[src/rtl/io_input_debounce_if.sv]
// Switch/button input bus for io_input_debounce: raw inputs, clear pulse
// and the three 32-bit input ports read by the processor.
interface io_input_debounce_if #(
  parameter int SW_W = 10
);
  logic [SW_W-1:0] sw;
  logic [3:0]      key_n;
  logic            evt_clr;
  logic [31:0]     in_port0;
  logic [31:0]     in_port1;
  logic [31:0]     in_port2;

  modport master (
    output sw,
    output key_n,
    output evt_clr,
    input  in_port0,
    input  in_port1,
    input  in_port2
  );

  modport slave (
    input  sw,
    input  key_n,
    input  evt_clr,
    output in_port0,
    output in_port1,
    output in_port2
  );
endinterface

[src/rtl/io_input_debounce.sv]
// Synchronizes and debounces slide switches and push-buttons, and counts key presses.
// Define IO_INPUT_DEBOUNCE_EN to build the per-bit debounce counters.
module io_input_debounce #(
  parameter int SW_W      = 10,
  parameter int DB_CYCLES = 50000,
  parameter int CNT_W     = 16
) (
  input logic              io_clk,
  input logic              resetn,
  io_input_debounce_if.slave bus
);

  localparam int N = SW_W + 4;

  if ((SW_W < 1) || (SW_W > 32) || (DB_CYCLES < 2) || (CNT_W < 1) ||
      ((64'(DB_CYCLES) - 64'd1) >= (64'd1 << CNT_W))) begin : g_cfg_err
    $error("io_input_debounce: illegal SW_W/DB_CYCLES/CNT_W");
  end

  // Keys are inverted on entry so that 1 means pressed everywhere inside.
  logic [N-1:0] raw_s;
  logic [N-1:0] s1_q;
  logic [N-1:0] s2_q;
  logic [N-1:0] stable_q;
  logic [N-1:0] stable_d;
  logic [3:0]   press_s;
  logic [7:0]   cnt_q [4];
  logic [7:0]   cnt_d [4];

  assign raw_s = {~bus.key_n, bus.sw};

`ifdef IO_INPUT_DEBOUNCE_EN
  localparam logic [CNT_W-1:0] DbMax = CNT_W'(DB_CYCLES - 32'sd1);

  logic [CNT_W-1:0] db_q [N];
  logic [CNT_W-1:0] db_d [N];

  // Per-bit debounce: accept s2 once it has differed for DB_CYCLES edges.
  always_comb begin
    for (int i = 0; i < N; i++) begin
      stable_d[i] = stable_q[i];
      db_d[i]     = {CNT_W{1'b0}};
      if (s2_q[i] == stable_q[i]) begin
        db_d[i] = {CNT_W{1'b0}};
      end else if (db_q[i] == DbMax) begin
        stable_d[i] = s2_q[i];
        db_d[i]     = {CNT_W{1'b0}};
      end else begin
        db_d[i] = db_q[i] + CNT_W'(1'b1);
      end
    end
  end

  // Debounce counter registers.
  always_ff @(posedge io_clk) begin
    if (!resetn) begin
      for (int i = 0; i < N; i++) db_q[i] <= {CNT_W{1'b0}};
    end else begin
      for (int i = 0; i < N; i++) db_q[i] <= db_d[i];
    end
  end
`else
  // Without debouncing the stable register mirrors s2 (loaded from s1 on the same edge).
  assign stable_d = s1_q;
`endif

  assign press_s = stable_d[N-1:SW_W] & ~stable_q[N-1:SW_W];

  // Press counters: a clear still lets a coincident press count as one.
  always_comb begin
    for (int k = 0; k < 4; k++) begin
      if (bus.evt_clr) begin
        cnt_d[k] = {7'b0000000, press_s[k]};
      end else begin
        cnt_d[k] = cnt_q[k] + {7'b0000000, press_s[k]};
      end
    end
  end

  // Synchronizer, stable levels and press counters.
  always_ff @(posedge io_clk) begin
    if (!resetn) begin
      s1_q     <= {N{1'b0}};
      s2_q     <= {N{1'b0}};
      stable_q <= {N{1'b0}};
      for (int k = 0; k < 4; k++) cnt_q[k] <= 8'h00;
    end else begin
      s1_q     <= raw_s;
      s2_q     <= s1_q;
      stable_q <= stable_d;
      for (int k = 0; k < 4; k++) cnt_q[k] <= cnt_d[k];
    end
  end

  assign bus.in_port0 = 32'(stable_q[SW_W-1:0]);
  assign bus.in_port1 = {28'h0000000, stable_q[N-1:SW_W]};
  assign bus.in_port2 = {cnt_q[3], cnt_q[2], cnt_q[1], cnt_q[0]};

endmodule

[src/flat_wrapper.sv]
// flat-port wrapper written by rule: the top's interface ports become plain ports
module io_input_debounce_flat 
#(
  parameter int SW_W      = 10,
  parameter int DB_CYCLES = 50000,
  parameter int CNT_W     = 16
)
  (io_clk, resetn, bus_sw, bus_key_n, bus_evt_clr, bus_in_port0, bus_in_port1, bus_in_port2);
  io_input_debounce_if #(.SW_W(SW_W)) bus_i ();
  input logic io_clk;
  input logic resetn;
  input wire logic [$bits(bus_i.sw)-1:0] bus_sw;
  input wire logic [$bits(bus_i.key_n)-1:0] bus_key_n;
  input wire logic [$bits(bus_i.evt_clr)-1:0] bus_evt_clr;
  output wire logic [$bits(bus_i.in_port0)-1:0] bus_in_port0;
  output wire logic [$bits(bus_i.in_port1)-1:0] bus_in_port1;
  output wire logic [$bits(bus_i.in_port2)-1:0] bus_in_port2;
  assign bus_i.sw = bus_sw;
  assign bus_i.key_n = bus_key_n;
  assign bus_i.evt_clr = bus_evt_clr;
  assign bus_in_port0 = bus_i.in_port0;
  assign bus_in_port1 = bus_i.in_port1;
  assign bus_in_port2 = bus_i.in_port2;
  io_input_debounce #(.SW_W(SW_W), .DB_CYCLES(DB_CYCLES), .CNT_W(CNT_W)) u_core (.io_clk(io_clk), .resetn(resetn), .bus(bus_i));
endmodule
[config.mk]
export PLATFORM = sky130hd
export DESIGN_NAME = io_input_debounce_flat
export DESIGN_NICKNAME = d
export VERILOG_FILES = /design/src/rtl/io_input_debounce_if.sv /design/src/rtl/io_input_debounce.sv /design/src/flat_wrapper.sv
export SDC_FILE = /design/constraint.sdc
export NUM_CORES = 1
export LEC_CHECK = 0
export BUFFER_PORTS_ARGS = -buffer_cell sky130_fd_sc_hd__clkbuf_2
export CORE_AREA = 2 2 81 83
export DETAILED_ROUTE_END_ITERATION = 8
export DIE_AREA = 0 0 83 85
export PLACE_DENSITY_LB_ADDON = 0.1
export SYNTH_ARGS = -nofsm -noshare
export SYNTH_HDL_FRONTEND = slang
export SYNTH_SLANG_ARGS = --single-unit
[constraint.sdc]
create_clock -name io_clk -period 1.52 [get_ports io_clk]
set_clock_uncertainty 0.05 [all_clocks]
set_input_delay 0.076 -clock io_clk [delete_from_list [all_inputs] [get_ports io_clk]]
set_output_delay 0.076 -clock io_clk [all_outputs]
set_load 0.03 [all_outputs]
==> flow_summary.json <==
{
  "hpwl_mm": 3.14,
  "drv_cap": 0,
  "slowest_delay_ns": 0.32,
  "seqPwrFrac_pct": 41.3,
  "ys_types": 22,
  "power.density_nw_per_um2": 1210,
  "cts_max_level": 3,
  "path_clk_slew_ns": 0.07,
  "slew_viol_final": 0,
  "drc": 0,
  "insertion_delay_ns": 0.34,
  "cts_made_buffers": 9,
  "dr.pass1.iters": 4,
  "critPathSlowestCell": "dfxtp_1",
  "path_class": "reg2reg",
  "area_delta_synth_final_pct": 31.2,
  "critPathLaunchType": "flip-flop",
  "syn_inst": 257,
  "dieHeight_um": 85,
  "viasPerCell": 4.19,
  "setup_tns_ns": 0,
  "post_drt_wl_per_cell_um": 10.5,
  "seq_area_frac_synth_pct": 48.0,
  "cts.sinks": 60,
  "drive_above_1_share_pct": 31.5,
  "cp_cell_sequence": "nor2b_4, ha_1, ha_2, nand2_1, or3_1, a21oi_1",
  "pwr-share-comb_pct": 9.6,
  "die_x_um": 83,
  "grt_pass1_vias": 1596,
  "syn_area_um2": 2500,
  "layout_commonest_cell": "clkbuf_2",
  "clockPowerShare_pct": 49.1,
  "irDropWorstVdd_uv": 650,
  "final_cell_mix": "clkbuf_2, dfxtp_1, conb_1",
  "p_sw_mw": 0.941,
  "final_cells": 432,
  "grt-ovfl-total": 0,
  "layout_min_cycle_time_ns": 1.43,
  "dp.cells": 401,
  "hold_viol_final": 0,
  "drtAntennaViolNets": 0,
  "clockBufferDepth": 2,
  "end_kind": "flip-flop",
  "coreArea_um2": 6200,
  "netSwitchingFraction_pct": 23.8,
  "dieArea_um2": 7060,
  "max_freq_ghz": 0.699,
  "cts_tree": "done",
  "grt_max_degree": 30,
  "synth_seq_cells": 60,
  "fin_crit_sh_pct": 94.1,
  "grt_util_all_layers_pct": 13.5,
  "grt_pass1_wl_mm": 7.33,
  "cp.required_ns": 1.74,
  "antenna_found_initial": 0,
  "rows": 29,
  "initial_core_util_pct": 40.3,
  "portBuffers": 62,
  "antenna_cells": 0,
  "vias": 1808,
  "cp_max_fo": 3,
  "io_pins": 113,
  "drtIter0Drc": 49,
  "hold_path_class": "in2reg",
  "ys_warn_count": 0,
  "avgSynthCellArea_um2": 9.73,
  "gp_congestion": 0.728,
  "intPower_mw": 3.02,
  "drt_wl_total_mm": 4.54,
  "leakagePower_nw": 1.49,
  "status": "finished clean",
  "root_buffer": "clkbuf_8",
  "worstPathArrival_ns": 1.65,
  "nNetsFinal": 376,
  "setup_viol_count_final": 0
}
-- cell type report --
cell class                      instances  area, um2
Tap cell                               77       96.3
Timing Repair Buffer                   89        548
Clock inverter                          6        135
Inverter                                1       3.75
Fill cell                             582       2920
Sequential cell                        60       1210
Clock buffer                           10        138
Multi-Input combinational cell        189       1150
-- flip-flops by register name, indices dropped and copies added, names as in the netlist --
register / count
u_core.s1_q: 14
u_core.stable_q: 14
u_core.cnt_q: 32
-- metal layers --
layer | global-route usage, % | vias to the layer above | wire [um] | share of wire (%)
met1 | 15.4 | 800 | 2060 | 45
met5 | 0 | - | 0 | 0
met3 | 4.86 | 11 | 343 | 7.6
met2 | 20.9 | 65 | 2020 | 45
met4 | 9.84 | 0 | 117 | 2.6
li1 | - | 932 | - | -
-- synth_stat cells (all sizes together) --
| master | count | area [um2] |
|---|---|---|
| buf | 51 | 387 |
| conb | 1 | 3.75 |
| nor2 | 12 | 45.0 |
| and2 | 28 | 175 |
| or3 | 11 | 68.8 |
| o211ai | 1 | 7.51 |
| xor2 | 8 | 70.1 |
| nand2b | 1 | 13.8 |
| nand4 | 4 | 25.0 |
| clkbuf | 5 | 18.8 |
| ha | 9 | 113 |
| inv | 1 | 3.75 |
| a21oi | 11 | 55.1 |
| o21ai | 11 | 55.1 |
| or4 | 1 | 7.51 |
| nor2b | 13 | 81.3 |
| mux2i | 4 | 40.0 |
| nand2 | 8 | 30.0 |
| nand3 | 13 | 65.1 |
| xnor2 | 4 | 35.0 |
| dfxtp | 60 | 1200 |
-- worst paths after layout --
check / from / end / slack (ns) / cells past startpoint
worst max-delay path: u_core.s1_q[11] / u_core.cnt_q[0][14] / 0.09 / 6
worst min register to register: u_core.s1_q[3] / u_core.stable_q[3] / 0.38 / 1
worst max register to register: u_core.s1_q[11] / u_core.cnt_q[0][14] / 0.09 / 6
worst min-delay path: resetn / u_core.stable_q[12] / 0.01 / 2
-- critical path: cells and delay by family (launching register included) --
kind | cells | cell delay (ns)
AO/OA/AOI/OAI | 1 | 0.14
adder cells (fa/ha/maj) | 2 | 0.32
flip-flops | 1 | 0.32
AND/OR/NAND/NOR | 3 | 0.53
-- through the flow --
| step | util [%] | hold WS, ns | area (um2) | setup WS (ns) | total power, mW |
|---|---|---|---|---|---|
| floorplan | - | 0.0976 | 2700 | -0.0288 | 2.04 |
| global placement | 45.0 | 0.182 | 2790 | 0.0188 | 2.01 |
| detailed placement | 45.0 | 0.185 | 2790 | -0.00283 | 2.01 |
| CTS | 51.7 | 0.00119 | 3210 | 0.0215 | 3.98 |
| global route | 52.9 | 0.0229 | 3280 | -0.000596 | 4.11 |
| finish | 52.9 | 0.0140 | 3280 | 0.0903 | 3.96 |
-- timing repair --
action | CTS | global route
buffers inserted | 0 | 1
resized for setup | 2 | 16
endpoints found under the setup margin | 1 | 12
pin swaps | 0 | 3
hold buffers | 14 | 0
hold endpoints to repair | 14 | 0
-- power groups by stage --
stage	sequential (mW)	clock, mW	combinational (mW)
CTS	1.63	1.98	0.369
finish	1.64	1.94	0.379
floorplan	1.71	0	0.331
global route	1.64	2.06	0.407
global placement	1.67	0	0.339
detailed placement	1.67	0	0.340
-- cell families (layout without fill, tap and decap cells) --
group,Yosys count,after routing,synth area share (%)
flops,60,60,48.0
fa+ha+maj,9,9,4.50
compound gates,23,23,4.70
mux,4,4,1.60
other cells,1,50,0.150
simple gates,91,91,20.5
xor+xnor,12,12,4.20
buf+inv,57,106,16.4
(Power assumes the default switching activity.)
